File: config.mk
export PLATFORM = sky130hd
export DESIGN_NAME = usb_rx_bit_decoder
export DESIGN_NICKNAME = d
export VERILOG_FILES = /design/src/rtl/usb_rx_bit_decoder.sv
export SDC_FILE = /design/constraint.sdc
export NUM_CORES = 1
export LEC_CHECK = 0
export CAP_MARGIN = 30
export CORE_AREA = 2 2 45 43
export CTS_BUF_LIST = sky130_fd_sc_hd__clkbuf_16
export DETAILED_ROUTE_END_ITERATION = 7
export DIE_AREA = 0 0 47 45
export PLACE_DENSITY = 0.72
export SETUP_SLACK_MARGIN = 0.05
export SLEW_MARGIN = 10
export SYNTH_ARGS = -nofsm -noshare
export SYNTH_HDL_FRONTEND = slang
export SYNTH_SLANG_ARGS = --single-unit
File: constraint.sdc
create_clock -name clk -period 1.8 [get_ports clk]
set_input_delay 0.18 -clock clk [delete_from_list [all_inputs] [get_ports clk]]
set_output_delay 0.18 -clock clk [all_outputs]
set_load 0.005 [all_outputs]
File: src/rtl/usb_rx_bit_decoder.sv
// USB receive front end: bit-timing recovery, NRZI decode, bit-unstuffing
// and SE0/EOP detection, feeding the serial-to-parallel shift register.
//
// Ports:
//   clk          system clock, rising edge
//   n_rst        synchronous active-low reset
//   d_plus_sync  synchronized D+ line
//   d_minus_sync synchronized D- line
//   rcving       receive enable; low forces the idle state
//   d_orig       decoded data bit, held between shifts
//   shift_enable one-cycle pulse per valid (non-stuffed) decoded bit
//   byte_done    one-cycle pulse the cycle after the 8th shift of a byte
//   eop          high while the last sampled line state was SE0
//   stuff_err    one-cycle pulse when a stuffed bit position carries a 1
module usb_rx_bit_decoder #(
    parameter int CLKS_PER_BIT  = 8,
    parameter int SAMPLE_OFFSET = 3,
    parameter int STUFF_LEN     = 6
) (
    input  logic clk,
    input  logic n_rst,
    input  logic d_plus_sync,
    input  logic d_minus_sync,
    input  logic rcving,
    output logic d_orig,
    output logic shift_enable,
    output logic byte_done,
    output logic eop,
    output logic stuff_err
);

    localparam int TW = (CLKS_PER_BIT > 1) ? $clog2(CLKS_PER_BIT) : 1;
    localparam int OW = $clog2(STUFF_LEN + 1);

    localparam logic [TW-1:0] T_LAST   = TW'(CLKS_PER_BIT - 1);
    localparam logic [TW-1:0] T_SAMPLE = TW'(SAMPLE_OFFSET);
    localparam logic [OW-1:0] ONES_MAX = OW'(STUFF_LEN);

    logic [TW-1:0] timer, timer_nxt;
    logic [OW-1:0] ones_cnt, ones_cnt_nxt;
    logic [2:0]    bit_cnt, bit_cnt_nxt;
    logic          d_plus_q, d_plus_q_nxt;
    logic          prev_line, prev_line_nxt;
    logic          d_orig_nxt;
    logic          shift_nxt;
    logic          byte_done_nxt;
    logic          eop_nxt;
    logic          stuff_err_nxt;

    logic line_edge;
    logic sample;
    logic se0;
    logic dec_bit;
    logic stuff_pos;

    assign line_edge = d_plus_sync ^ d_plus_q;
    // An edge in the sample cycle wins: the timer resyncs instead.
    assign sample    = (timer == T_SAMPLE) && !line_edge;
    assign se0       = !d_plus_sync && !d_minus_sync;
    // NRZI: no transition decodes as 1.
    assign dec_bit   = ~(d_plus_sync ^ prev_line);
    assign stuff_pos = (ones_cnt == ONES_MAX);

    always_comb begin
        d_plus_q_nxt  = d_plus_sync;
        prev_line_nxt = prev_line;
        ones_cnt_nxt  = ones_cnt;
        bit_cnt_nxt   = bit_cnt;
        d_orig_nxt    = d_orig;
        eop_nxt       = eop;
        shift_nxt     = 1'b0;
        stuff_err_nxt = 1'b0;
        // bit_cnt already holds the post-shift count here, so a shift
        // that left it at 0 was the 8th bit of a byte.
        byte_done_nxt = shift_enable && (bit_cnt == 3'd0);

        if (line_edge || (timer == T_LAST)) begin
            timer_nxt = '0;
        end else begin
            timer_nxt = timer + 1'b1;
        end

        if (sample) begin
            if (se0) begin
                eop_nxt      = 1'b1;
                bit_cnt_nxt  = 3'd0;
                ones_cnt_nxt = '0;
            end else begin
                eop_nxt       = 1'b0;
                prev_line_nxt = d_plus_sync;
                if (stuff_pos) begin
                    stuff_err_nxt = dec_bit;
                    ones_cnt_nxt  = '0;
                end else begin
                    shift_nxt    = 1'b1;
                    d_orig_nxt   = dec_bit;
                    ones_cnt_nxt = dec_bit ? ones_cnt + 1'b1 : '0;
                    bit_cnt_nxt  = bit_cnt + 3'd1;
                end
            end
        end

        if (!rcving) begin
            timer_nxt     = '0;
            d_plus_q_nxt  = 1'b1;
            prev_line_nxt = 1'b1;
            ones_cnt_nxt  = '0;
            bit_cnt_nxt   = 3'd0;
            d_orig_nxt    = 1'b1;
            eop_nxt       = 1'b0;
            shift_nxt     = 1'b0;
            stuff_err_nxt = 1'b0;
            byte_done_nxt = 1'b0;
        end
    end

    always_ff @(posedge clk) begin
        if (!n_rst) begin
            timer        <= '0;
            d_plus_q     <= 1'b1;
            prev_line    <= 1'b1;
            ones_cnt     <= '0;
            bit_cnt      <= 3'd0;
            d_orig       <= 1'b1;
            shift_enable <= 1'b0;
            byte_done    <= 1'b0;
            eop          <= 1'b0;
            stuff_err    <= 1'b0;
        end else begin
            timer        <= timer_nxt;
            d_plus_q     <= d_plus_q_nxt;
            prev_line    <= prev_line_nxt;
            ones_cnt     <= ones_cnt_nxt;
            bit_cnt      <= bit_cnt_nxt;
            d_orig       <= d_orig_nxt;
            shift_enable <= shift_nxt;
            byte_done    <= byte_done_nxt;
            eop          <= eop_nxt;
            stuff_err    <= stuff_err_nxt;
        end
    end

endmodule

== Yosys cells after proc, flatten, opt, wreduce, memory -nomap -nowiden ==
Index checks and enable logic that the tools add are counted.

* Flip-flop bits (word level): 16
* Logic and storage cells: 47

* Equal/unequal tests: 4
* Add/sub/neg operators: 3
* Reduce and logical (&&, ||, !) cells: 15
* Bitwise logic cells: 8
* Muxes and demuxes: 7

{| class="wikitable"
|+ Operators by type and width
! kind !! number
|-
| 3-bit 2-to-1 mux || 5
|-
| 3-bit by 1-bit adder with 3-bit output, second input constant || 3
|-
| 3-bit equality test, second input constant || 2
|-
| 1-bit NOT || 6
|-
| 2-bit AND reduction || 3
|-
| 5-bit OR reduction || 1
|-
| 4-bit OR reduction || 1
|-
| 3-bit by 2-bit equality test with 1-bit output, second input constant || 1
|-
| 1-bit logical AND || 3
|-
| 1-bit zero test || 3
|-
| 3-bit zero test || 1
|-
| 3-bit AND reduction || 1
|-
| 3-bit OR reduction || 1
|-
| 1-bit 2-to-1 mux || 2
|-
| 2-bit inequality test, second input constant || 1
|-
| 1-bit XOR || 2
|-
| 1-bit logical OR || 1
|}

== Logic depth before layout (Yosys ltp) ==
* Depth in word-level cells: 5
* Gate-level depth with buffers: 7

== Worst setup path before layout ==
No wires, ideal clock.

* Path type: register to register
* Start point: reg timer[0]
* End point: reg eop
* Path slack: 421 ps
* Arrival: 1260 ps
* Cell stages (with the launch flop): 8
* Cell sequence: dfxtp_1 > ha_1 > ha_1 > buf_4 > nor3b_1 > a21oi_1 > a2bb2oi_1 > nor2_1

* Cells in the longest elaborated chain, start to end: 2

{| class="wikitable"
|+ Ends and longest elaborated chain
! item !! line !! RTL
|-
| start: declaration || 39 || <nowiki>logic [TW-1:0] timer, timer_nxt;</nowiki>
|-
| start signal: assignment || 130 || <nowiki>timer <= timer_nxt;</nowiki>
|-
| 3-bit by 2-bit equality test with 1-bit output || 58 || <nowiki>assign sample = (timer == T_SAMPLE) && !line_edge;</nowiki>
|-
| 1-bit logical AND || 58 ||
|-
| end signal: assignment || 138 || <nowiki>eop <= eop_nxt;</nowiki>
|-
| end: declaration || 28 || <nowiki>output logic eop,</nowiki>
|}

No other way between the ends.
A chain may end at the register's enable or synchronous reset.

== Worst setup path in the final report ==
Same ends and word-level chain as after synthesis.

==> qor.yml <==
cts_hold_repair.buffers: 0
setup.worst_path.start_class: "register"
finalSetupViolations: 0
ys_types: 31
syn_to_final_growth_pct: 24.0
worstPathRequired_ps: 1930
routabilityCongestion: 0.762
viasPerCell: 5.11
start_util_pct: 50.1
final_cell_mix: "dfxtp_1, nor2_1, clkdlybuf4s50_1"
wl_per_cell_um: 12.0
cts-buffers-inserted: 3
die_height_um: 45
cts.path.max_buffers: 2
slew_headroom_pct: 75.7
switching_share_pct: 18.2
rsz0062_at_grt: "no"
cts_sinks: 16
synth_edf_count: 0
clockPowerShare_pct: 50.3
placed_cells: 120
die_w_um: 47
first_global_vias: 585
hp-class: "reg -> reg"
synthFlopType: "dfxtp_1"
coreArea_um2: 1610
syn_inst: 87
tightest_slew_ps: 364
antenna_cells: 0
critPathMaxStageDelay_ps: 310
drt_iter0_drc: 10
die_area_um2: 2120
fmax_mhz: 647
arrival_ps: 1670
post-route-period-util_pct: 85.9
busiest_layer: "met2"
use_met2_pct: 30.4
p_sw_mw: 0.149
clock-root-buffer: "clkbuf_16"
finalNonFillerCells: 123
finalHoldViolCount: 0
grt.overflow.total: 0
critical_path.max_fanout: 7
routed_wirelength_um: 1480
ys_seq_elements: 16
slowest_stage: "dfxtp_1"
crit_chain: "ha_1 > ha_2 > buf_4 > nor3b_1 > a21oi_1 > a2bb2oi_1 > nor2_1"
utilization_pct: 62.1
drive_above_1_share_pct: 15.2
fin_ws_ps: 254
seq_power_share_pct: 44.1
max_cap_viol_count: 0
syn_area_um2: 807
fin_worst_skew_ps: 0.885
setup_tns_ps: 0
nets: 113
tritoncts: "yes"
drtPass1Iterations: 4
yosysSeqAreaShare_pct: 39.7
dp_hpwl_um: 1020
comb_power_share_pct: 5.6
grt_usage_pct: 16.9
grt_start_max_net_pins: 12
leakagePower_nw: 0.383
ant_nets: 0
drv_slew: 0
post-route-min-period_ps: 1550
avgSynthCellArea_um2: 9.28
dpl_worst_slack_ps: 106
drc: 0
numPortBuffers: 9
grt_first_pass_wirelength_um: 2440
final_common_cell: "dfxtp_1"
antenna_found_initial: 0
clkTransAtPathRegs_ps: 40
power_density_nw_per_um2: 819
async_flop_share_pct: 0
outcome: "finished, final reports clean"
syn_nets: 99
end_kind: "register"
htree_levels: 1
intPower_mw: 0.671
vias: 629
crit_type: "reg -> reg"
peakVddDrop_uv: 842
grt_use_met1_pct: 17.4
boundaryPins: 10
clk_latency_ps: 240
met3_usage_pct: 6.00
row_count: 14
yosysWarnings: 0
## registers in the layout, indices dropped and copies added (netlist names)
name          count
bit_cnt           3
ones_cnt          3
timer             3
byte_done         1
d_orig            1
d_plus_q          1
eop               1
prev_line         1
shift_enable      1
stuff_err         1
## final timing paths
kind / end / from / slack [ps] / cells past startpoint
max reg2reg: eop$_SDFFE_PP0P_ / timer[0]$_SDFF_PP0_ / 250 / 7
min reg2reg: timer[0]$_SDFF_PP0_ / timer[0]$_SDFF_PP0_ / 430 / 1
max: eop$_SDFFE_PP0P_ / timer[0]$_SDFF_PP0_ / 250 / 7
min: timer[0]$_SDFF_PP0_ / timer[0]$_SDFF_PP0_ / 430 / 1
## cell usage after synthesis, types with 2 or more instances
library cell   n  area (um^2)
nor2_1        10         37.5
inv_1          6         22.5
ha_1           7         87.6
nand2_1        6         22.5
nand3b_1       2         15.0
nor3b_1        4         30.0
dfxtp_1       16          320
a21oi_1        6         30.0
o21ai_0        7         35.0
buf_4          2         15.0
## what timing repair did
action	in CTS	in global routing
setup endpoints to repair	0	1
buffers inserted	0	0
resized for setup	0	1
## routing by layer
layer | up-vias | share of wire, %
met2 | 9 | 51
li1 | 330 | -
met1 | 288 | 44
met5 | - | 0
met3 | 2 | 4.0
met4 | 0 | 1.3
## power by group through the flow
stage,registers (mW),clock network [mW],logic (mW)
2_1_floorplan,0.365,0,0.0303
4_1_cts,0.361,0.422,0.0464
3_5_place_dp,0.368,0,0.0452
5_1_grt,0.361,0.439,0.0516
3_3_place_gp,0.368,0,0.0444
6_report,0.361,0.412,0.0461
## per-stage QoR
| step | power (mW) | hold slack (ps) | cell area (um^2) |
|---|---|---|---|
| after global placement | 0.412 | 409 | 923 |
| after global routing | 0.852 | 456 | 1000 |
| after detailed placement | 0.413 | 424 | 923 |
| after floorplan | 0.396 | 351 | 807 |
| after CTS | 0.829 | 430 | 998 |
| final | 0.819 | 432 | 1000 |
## cells by family (layout without fill, tap and decap cells)
logic type               count (synthesis)  after routing  synth area share [%]
AND/OR/NAND/NOR                         30             30                  19.8
XOR/XNOR                                 1              1                  1.09
flip-flops                              16             16                  39.7
adder cells (fa/ha/maj)                  7              7                  10.9
buffers and inverters                    9             21                  6.05
AO/OA/AOI/OAI                           24             24                  22.5
## critical path: cells and delay by family (launching register included)
kind            cells  cell delay [ps]
fa+ha+maj           2              460
compound gates      2              310
buf+inv             1              160
flops               1              310
simple gates        2              180
## area by class of cell
class | count | area [um^2]
inverters | 6 | 22.5
fillers | 149 | 611
well taps | 24 | 30.0
clock buffers | 3 | 75.1
repair buffers | 12 | 113
multi-input cells | 62 | 440
flip-flops and latches | 16 | 320
(Power assumes the default switching activity.)
